### config.mk
export PLATFORM = sky130hd
export DESIGN_NAME = serial_adder
export DESIGN_NICKNAME = d
export VERILOG_FILES = /design/src/rtl/serial_pkg.sv /design/src/rtl/serial_adder_full_adder.sv /design/src/rtl/serial_adder.sv
export SDC_FILE = /design/constraint.sdc
export NUM_CORES = 1
export LEC_CHECK = 0
export ABC_AREA = 1
export CAP_MARGIN = 20
export CORE_AREA = 2 2 63 65
export DETAILED_ROUTE_END_ITERATION = 10
export DIE_AREA = 0 0 65 67
export PLACE_DENSITY = 0.73
export SYNTH_ARGS = -nofsm -noshare
export SYNTH_HDL_FRONTEND = slang
export SYNTH_SLANG_ARGS = --single-unit
### constraint.sdc
create_clock -name clk -period 1.3 [get_ports clk]
set_input_delay 0.13 -clock clk [delete_from_list [all_inputs] [get_ports clk]]
set_output_delay 0.13 -clock clk [all_outputs]
set_load 0.005 [all_outputs]
### src/rtl/serial_pkg.sv
// Shared constants for the bit-serial arithmetic blocks.
// Latency: n/a (package only).
// Backpressure: n/a (package only).
package serial_pkg;

  // Default operand width for serial_adder.
  localparam int DEF_WIDTH = 8;

  // Controller state encodings, kept as plain constants so other blocks
  // and benches can compare against them without the enum type.
  localparam logic [1:0] ST_IDLE  = 2'd0;
  localparam logic [1:0] ST_SHIFT = 2'd1;
  localparam logic [1:0] ST_DONE  = 2'd2;

  typedef enum logic [1:0] {
    S_IDLE  = ST_IDLE,
    S_SHIFT = ST_SHIFT,
    S_DONE  = ST_DONE
  } state_t;

  // Majority of three bits: the carry of a one-bit full add.
  function automatic logic maj3(input logic x, input logic y, input logic z);
    return (x & y) | (x & z) | (y & z);
  endfunction

endpackage

### src/rtl/serial_adder_full_adder.sv
// One-bit full-adder cell, reusable by serial and ripple datapaths.
// Latency: purely combinational, zero cycles.
// Backpressure: none, no handshake.
module full_adder
  import serial_pkg::*;
(
  input  logic a,
  input  logic b,
  input  logic cin,
  output logic s,
  output logic cout
);

  // Sum and carry of the three input bits.
  always_comb begin
    s    = a ^ b ^ cin;
    cout = maj3(a, b, cin);
  end

endmodule

### src/rtl/serial_adder.sv
// Bit-serial unsigned adder: one full-adder cell, one bit per clock, LSB first.
// Latency: start accepted at edge E, sum/carry_out/done update at edge E+WIDTH.
// Backpressure: start is ignored while busy; one operation per WIDTH+2 cycles.
module serial_adder
  import serial_pkg::*;
#(
  parameter int WIDTH = DEF_WIDTH,          // legal range 2..32
  localparam int CNT_W = $clog2(WIDTH + 1)
) (
  input  logic             clk,
  input  logic             rst_n,
  input  logic             start,
  input  logic [WIDTH-1:0] a,
  input  logic [WIDTH-1:0] b,
  output logic             busy,
  output logic             done,
  output logic [WIDTH-1:0] sum,
  output logic             carry_out
);

  state_t state;
  state_t state_nxt;

  logic [WIDTH-1:0] a_sr;
  logic [WIDTH-1:0] b_sr;
  logic [WIDTH-1:0] res_sr;
  logic [WIDTH-1:0] res_nxt;
  logic             c_ff;
  logic [CNT_W-1:0] cnt;

  logic fa_s;
  logic fa_co;
  logic accept;
  logic shift_en;
  logic last_bit;

  // The single serial bit slice: current LSBs plus the registered carry.
  full_adder u_fa (
    .a    (a_sr[0]),
    .b    (b_sr[0]),
    .cin  (c_ff),
    .s    (fa_s),
    .cout (fa_co)
  );

  // Control decode from the state register only, so busy/done never glitch
  // on input changes.
  always_comb begin
    accept   = 1'b0;
    shift_en = 1'b0;
    busy     = 1'b0;
    done     = 1'b0;
    last_bit = (cnt == CNT_W'(WIDTH - 1));
    case (state)
      S_IDLE:  accept   = start;
      S_SHIFT: begin
        shift_en = 1'b1;
        busy     = 1'b1;
      end
      S_DONE:  begin
        busy = 1'b1;
        done = 1'b1;
      end
      default: ;
    endcase
  end

  // Next result word: new sum bit enters at the MSB, older bits move down.
  // The LSB falls off only after all WIDTH bits have been collected.
  always_comb begin
    res_nxt            = res_sr >> 1;
    res_nxt[WIDTH-1]   = fa_s;
  end

  // Next-state logic: IDLE -> SHIFT on start, SHIFT -> DONE after the
  // last bit, DONE always returns to IDLE after one cycle.
  always_comb begin
    state_nxt = state;
    case (state)
      S_IDLE:  if (start) state_nxt = S_SHIFT;
      S_SHIFT: if (last_bit) state_nxt = S_DONE;
      S_DONE:  state_nxt = S_IDLE;
      default: state_nxt = S_IDLE;
    endcase
  end

  // State register with synchronous active-low reset.
  always_ff @(posedge clk) begin
    if (!rst_n) begin
      state <= S_IDLE;
    end else begin
      state <= state_nxt;
    end
  end

  // Operand shift registers, carry flop and bit counter. Reset clears any
  // partial work so an aborted sum can never reach the outputs.
  always_ff @(posedge clk) begin
    if (!rst_n) begin
      a_sr   <= '0;
      b_sr   <= '0;
      res_sr <= '0;
      c_ff   <= 1'b0;
      cnt    <= '0;
    end else if (accept) begin
      a_sr   <= a;
      b_sr   <= b;
      res_sr <= '0;
      c_ff   <= 1'b0;
      cnt    <= '0;
    end else if (shift_en) begin
      a_sr   <= a_sr >> 1;
      b_sr   <= b_sr >> 1;
      res_sr <= res_nxt;
      c_ff   <= fa_co;
      cnt    <= cnt + CNT_W'(1);
    end
  end

  // Result registers: only updated on the edge that enters DONE, so they
  // hold the previous answer through the whole next operation.
  always_ff @(posedge clk) begin
    if (!rst_n) begin
      sum       <= '0;
      carry_out <= 1'b0;
    end else if (shift_en && last_bit) begin
      sum       <= res_nxt;
      carry_out <= fa_co;
    end
  end

endmodule

==> results.md <==
* Status: finished, violations left
* Failing checks: setup timing
* Comb pwr share at between 40 and 50%
* Crit-path cells: buf_6, ha_4, nand2_4, nor2_4, nand2_4, o21ai_2, nor2_1
* Core area at between 3000 and 4000 um2
* WP data required at roughly 1500 ps
* CTS H-tree lvls at 2
* Hold path cells at 3
* Nets at 293
* Number of DRC markers in iteration 0 at between 80 and 90
* Final critical-path required period at between 1000 and 1500 ps
* TritonCTS clock tree: yes
* Reg2Reg Setup Slack at -20 ps
* Hold endpoint: b_sr[7]
* Antenna viol nets, final at 0
* Period utilization at 102%
* Maximum VDD drop at 988 uV
* Critical path arrival at 1510 ps
* Clock network fraction of total power at approximately a fifth
* Wire length of the first global-routing pass at roughly 5700 um
* Vias in the first global route at roughly 1300
* Routed vias/inst at approximately 4.8
* Worst Tran Pin Value at ~500 ps
* Routed length per placed instance at 11.1 um
* Reg2Reg Depth at 7
* GRT Util Overall at between 10% and 20%
* RSZ-0062 raised after global routing: yes
* Synth Net Count at ~250
* Clock Skews at 5.71 ps
* Max stage delay on crit path at 350 ps
* Post-DP HPWL at between 2000 and 2500 um
* Crit path top cell by count: nand2_4
* Max-slew headroom at the worst pin at about 67%
* Hold path startpoint: b[7]
* Routed via count at about 1500
* Drc violations at 0
* Grt ovf at 0
* Maximum clock rate at around 760 MHz
* Pwr dens at between 1500 and 2000 nW/um2
* Clk_lat worst skew at approximately 290 ps
* Overall power at around 4100 uW
* Yosys warns at 0
* IO Port Bufs at 29
* Die Area at 4360 um2
* Rows at 22
* Setup WS post-layout at -24.4 ps
* Setup TNS at -24.4 ps
* Final Setup Violations at 1
* Reg clk slew, reported paths at ~80 ps
* Hold Buf Count CTS at 0
* Die X at around 65 um
* R2R Path Start: state[0]
* Starting Density at between 40% and 50%
* N_diodes at 0
* Placer congestion estimate at 0.741
* Crit end category: flip-flop
* Initial antenna violation count at 0
* Clk root buf: clkbuf_8
* Reg-to-Reg End: sum[7]
* Maxcap violations at 0
* Num CTS Buffers at 5
* Hold Slack at slightly above 400 ps
* Commonest non-fill, non-tap cell in the layout: nand2_1
* Startpoint Class: flip-flop
* Crit Path Class: reg2reg
* Most frequent cells in the layout: 56 x nand2_1, 36 x dfxtp_1, 26 x a21oi_1, 26 x clkdlybuf4s50_1, 22 x nor2_1
* Die H at roughly 67 um
* Sw power at 1480 uW
* Sequential area share after synthesis at 47.2%
* Synth unique cells at 24
* CP max-delay cell: dfxtp_2
* Pre-Repair DR Iteration Count at 4
* Crit-path max FO at 6
* Pins Over Slew Limit at 0
* Syn_area_per_cell at about 7.5 um2
* Sw Ratio at between 30% and 40%
* Largest net degree at the start of global routing at 15
* Layout cell share with drive strength beyond 1 at between 20 and 25%
* Mapped Area at ~1700 um2
* Leakage power at ~0.00094 uW
* Fillers at ~320
* Yosys reg bits at 39
* P&R area growth vs syn at 41.5%
* Pint at ~2600 uW
* Ports at 30
* Final WL at about 3500 um
* Sequential power share at ~38%
* Class of the worst hold path: in2reg
* Syn Inst Count at between 200 and 250
* CTS Buffer Depth at 2
* CTS sink cnt at 39
* Fin. Hold Viols at 0
[repair_timing]
action                                 in CTS  in global routing
pin swaps                                   2                 13
gates cloned                                0                  2
endpoints found under the hold margin       0                  0
setup buffers                               5                  0
gates resized for setup                    20                 50
setup endpoints to repair                  39                 31
[logic make-up after synthesis]
group                      after synthesis  share of synthesized area (%)
DFF                                     39                           47.2
adders and majority gates                6                           4.99
AOI/OAI and AO/OA                       53                           16.0
buffers and inverters                   20                           6.88
and+or+nand+nor                        102                           24.9
[layout make-up]
class	count	area (um2)	share of cell area, %
Clock buffer	5	68.8	2.94
Clock inverter	3	20.0	0.855
Inverter	10	48.8	2.08
Multi-Input combinational cell	162	871	37.2
Sequential cell	39	785	33.5
Tap cell	48	60.1	2.56
Timing Repair Buffer	49	483	20.6
Timing Repair inverter	1	6.26	0.267
[per-layer routing]
layer / part of all wire, % / vias up / track usage (%)
li1: - / 803 / -
met1: 47 / 672 / 22.0
met2: 49 / 28 / 26.8
met3: 3.3 / 4 / 4.22
met4: 0.83 / 0 / 6.38
met5: 0 / - / 0
[flip-flops by register name, indices dropped and copies added, names as in the netlist]
name,flops
state,2
a_sr,8
sum,8
b_sr,8
cnt,4
c_ff,1
res_sr,7
carry_out,1
[critical path: cells and delay by family (launching register included)]
kind / cells / cell delay, ps
and+or+nand+nor: 4 / 420
buffers and inverters: 1 / 110
DFF: 1 / 350
AOI/OAI and AO/OA: 1 / 180
adders and majority gates: 1 / 170
[cells in the mapped netlist]
cell | count | area (um2)
o21ai_0 | 17 | 85.1
a21oi_1 | 30 | 150
buf_1 | 1 | 3.75
fa_1 | 1 | 20.0
nand2_2 | 1 | 6.26
clkbuf_1 | 1 | 3.75
inv_2 | 1 | 3.75
nor2_2 | 1 | 6.26
buf_4 | 2 | 15.0
buf_6 | 2 | 22.5
o21ai_1 | 6 | 30.0
nand3_1 | 2 | 10.0
nor3_1 | 3 | 15.0
nand2_4 | 1 | 11.3
ha_1 | 5 | 62.6
clkinv_2 | 1 | 5.00
nor2_4 | 1 | 11.3
nor3b_1 | 1 | 7.51
inv_1 | 8 | 30.0
nor2_1 | 22 | 82.6
buf_2 | 3 | 15.0
dfxtp_1 | 39 | 781
nand2_1 | 70 | 263
buf_8 | 1 | 15.0
[how the worst max path moves through the flow]
| stage | from | end | slack (ps) | cells past startpoint |
|---|---|---|---|---|
| 3_3_place_gp | state[1] | state[1] | -40 | 7 |
| 3_5_place_dp | state[1] | state[1] | -90 | 7 |
| 5_1_grt | state[0] | sum[7] | -50 | 7 |
| 6_report | state[0] | sum[7] | -20 | 7 |
| 2_1_floorplan | state[0] | a_sr[1] | 20 | 8 |
| 4_1_cts | state[0] | done | -40 | 4 |
[power by group through the flow]
stage / logic [uW] / clock network [uW] / registers [uW]
6_report: 1750 / 805 / 1560
5_1_grt: 1920 / 886 / 1590
4_1_cts: 1540 / 822 / 1530
3_5_place_dp: 1430 / 0 / 1550
3_3_place_gp: 1410 / 0 / 1550
2_1_floorplan: 979 / 0 / 1520
[stage by stage]
| step | cells | utilization (%) | setup slack, ps | area (um2) |
|---|---|---|---|---|
| global placement | 302 | 57.0 | -38.3 | 2060 |
| finish | 317 | 65.0 | -24.4 | 2340 |
| floorplan | 220 | - | 16.2 | 1660 |
| global route | 317 | 65.0 | -54.1 | 2340 |
| CTS | 315 | 61.3 | -44.8 | 2210 |
| detailed placement | 302 | 57.0 | -86.4 | 2060 |
Power figures use the tool's default switching activity.
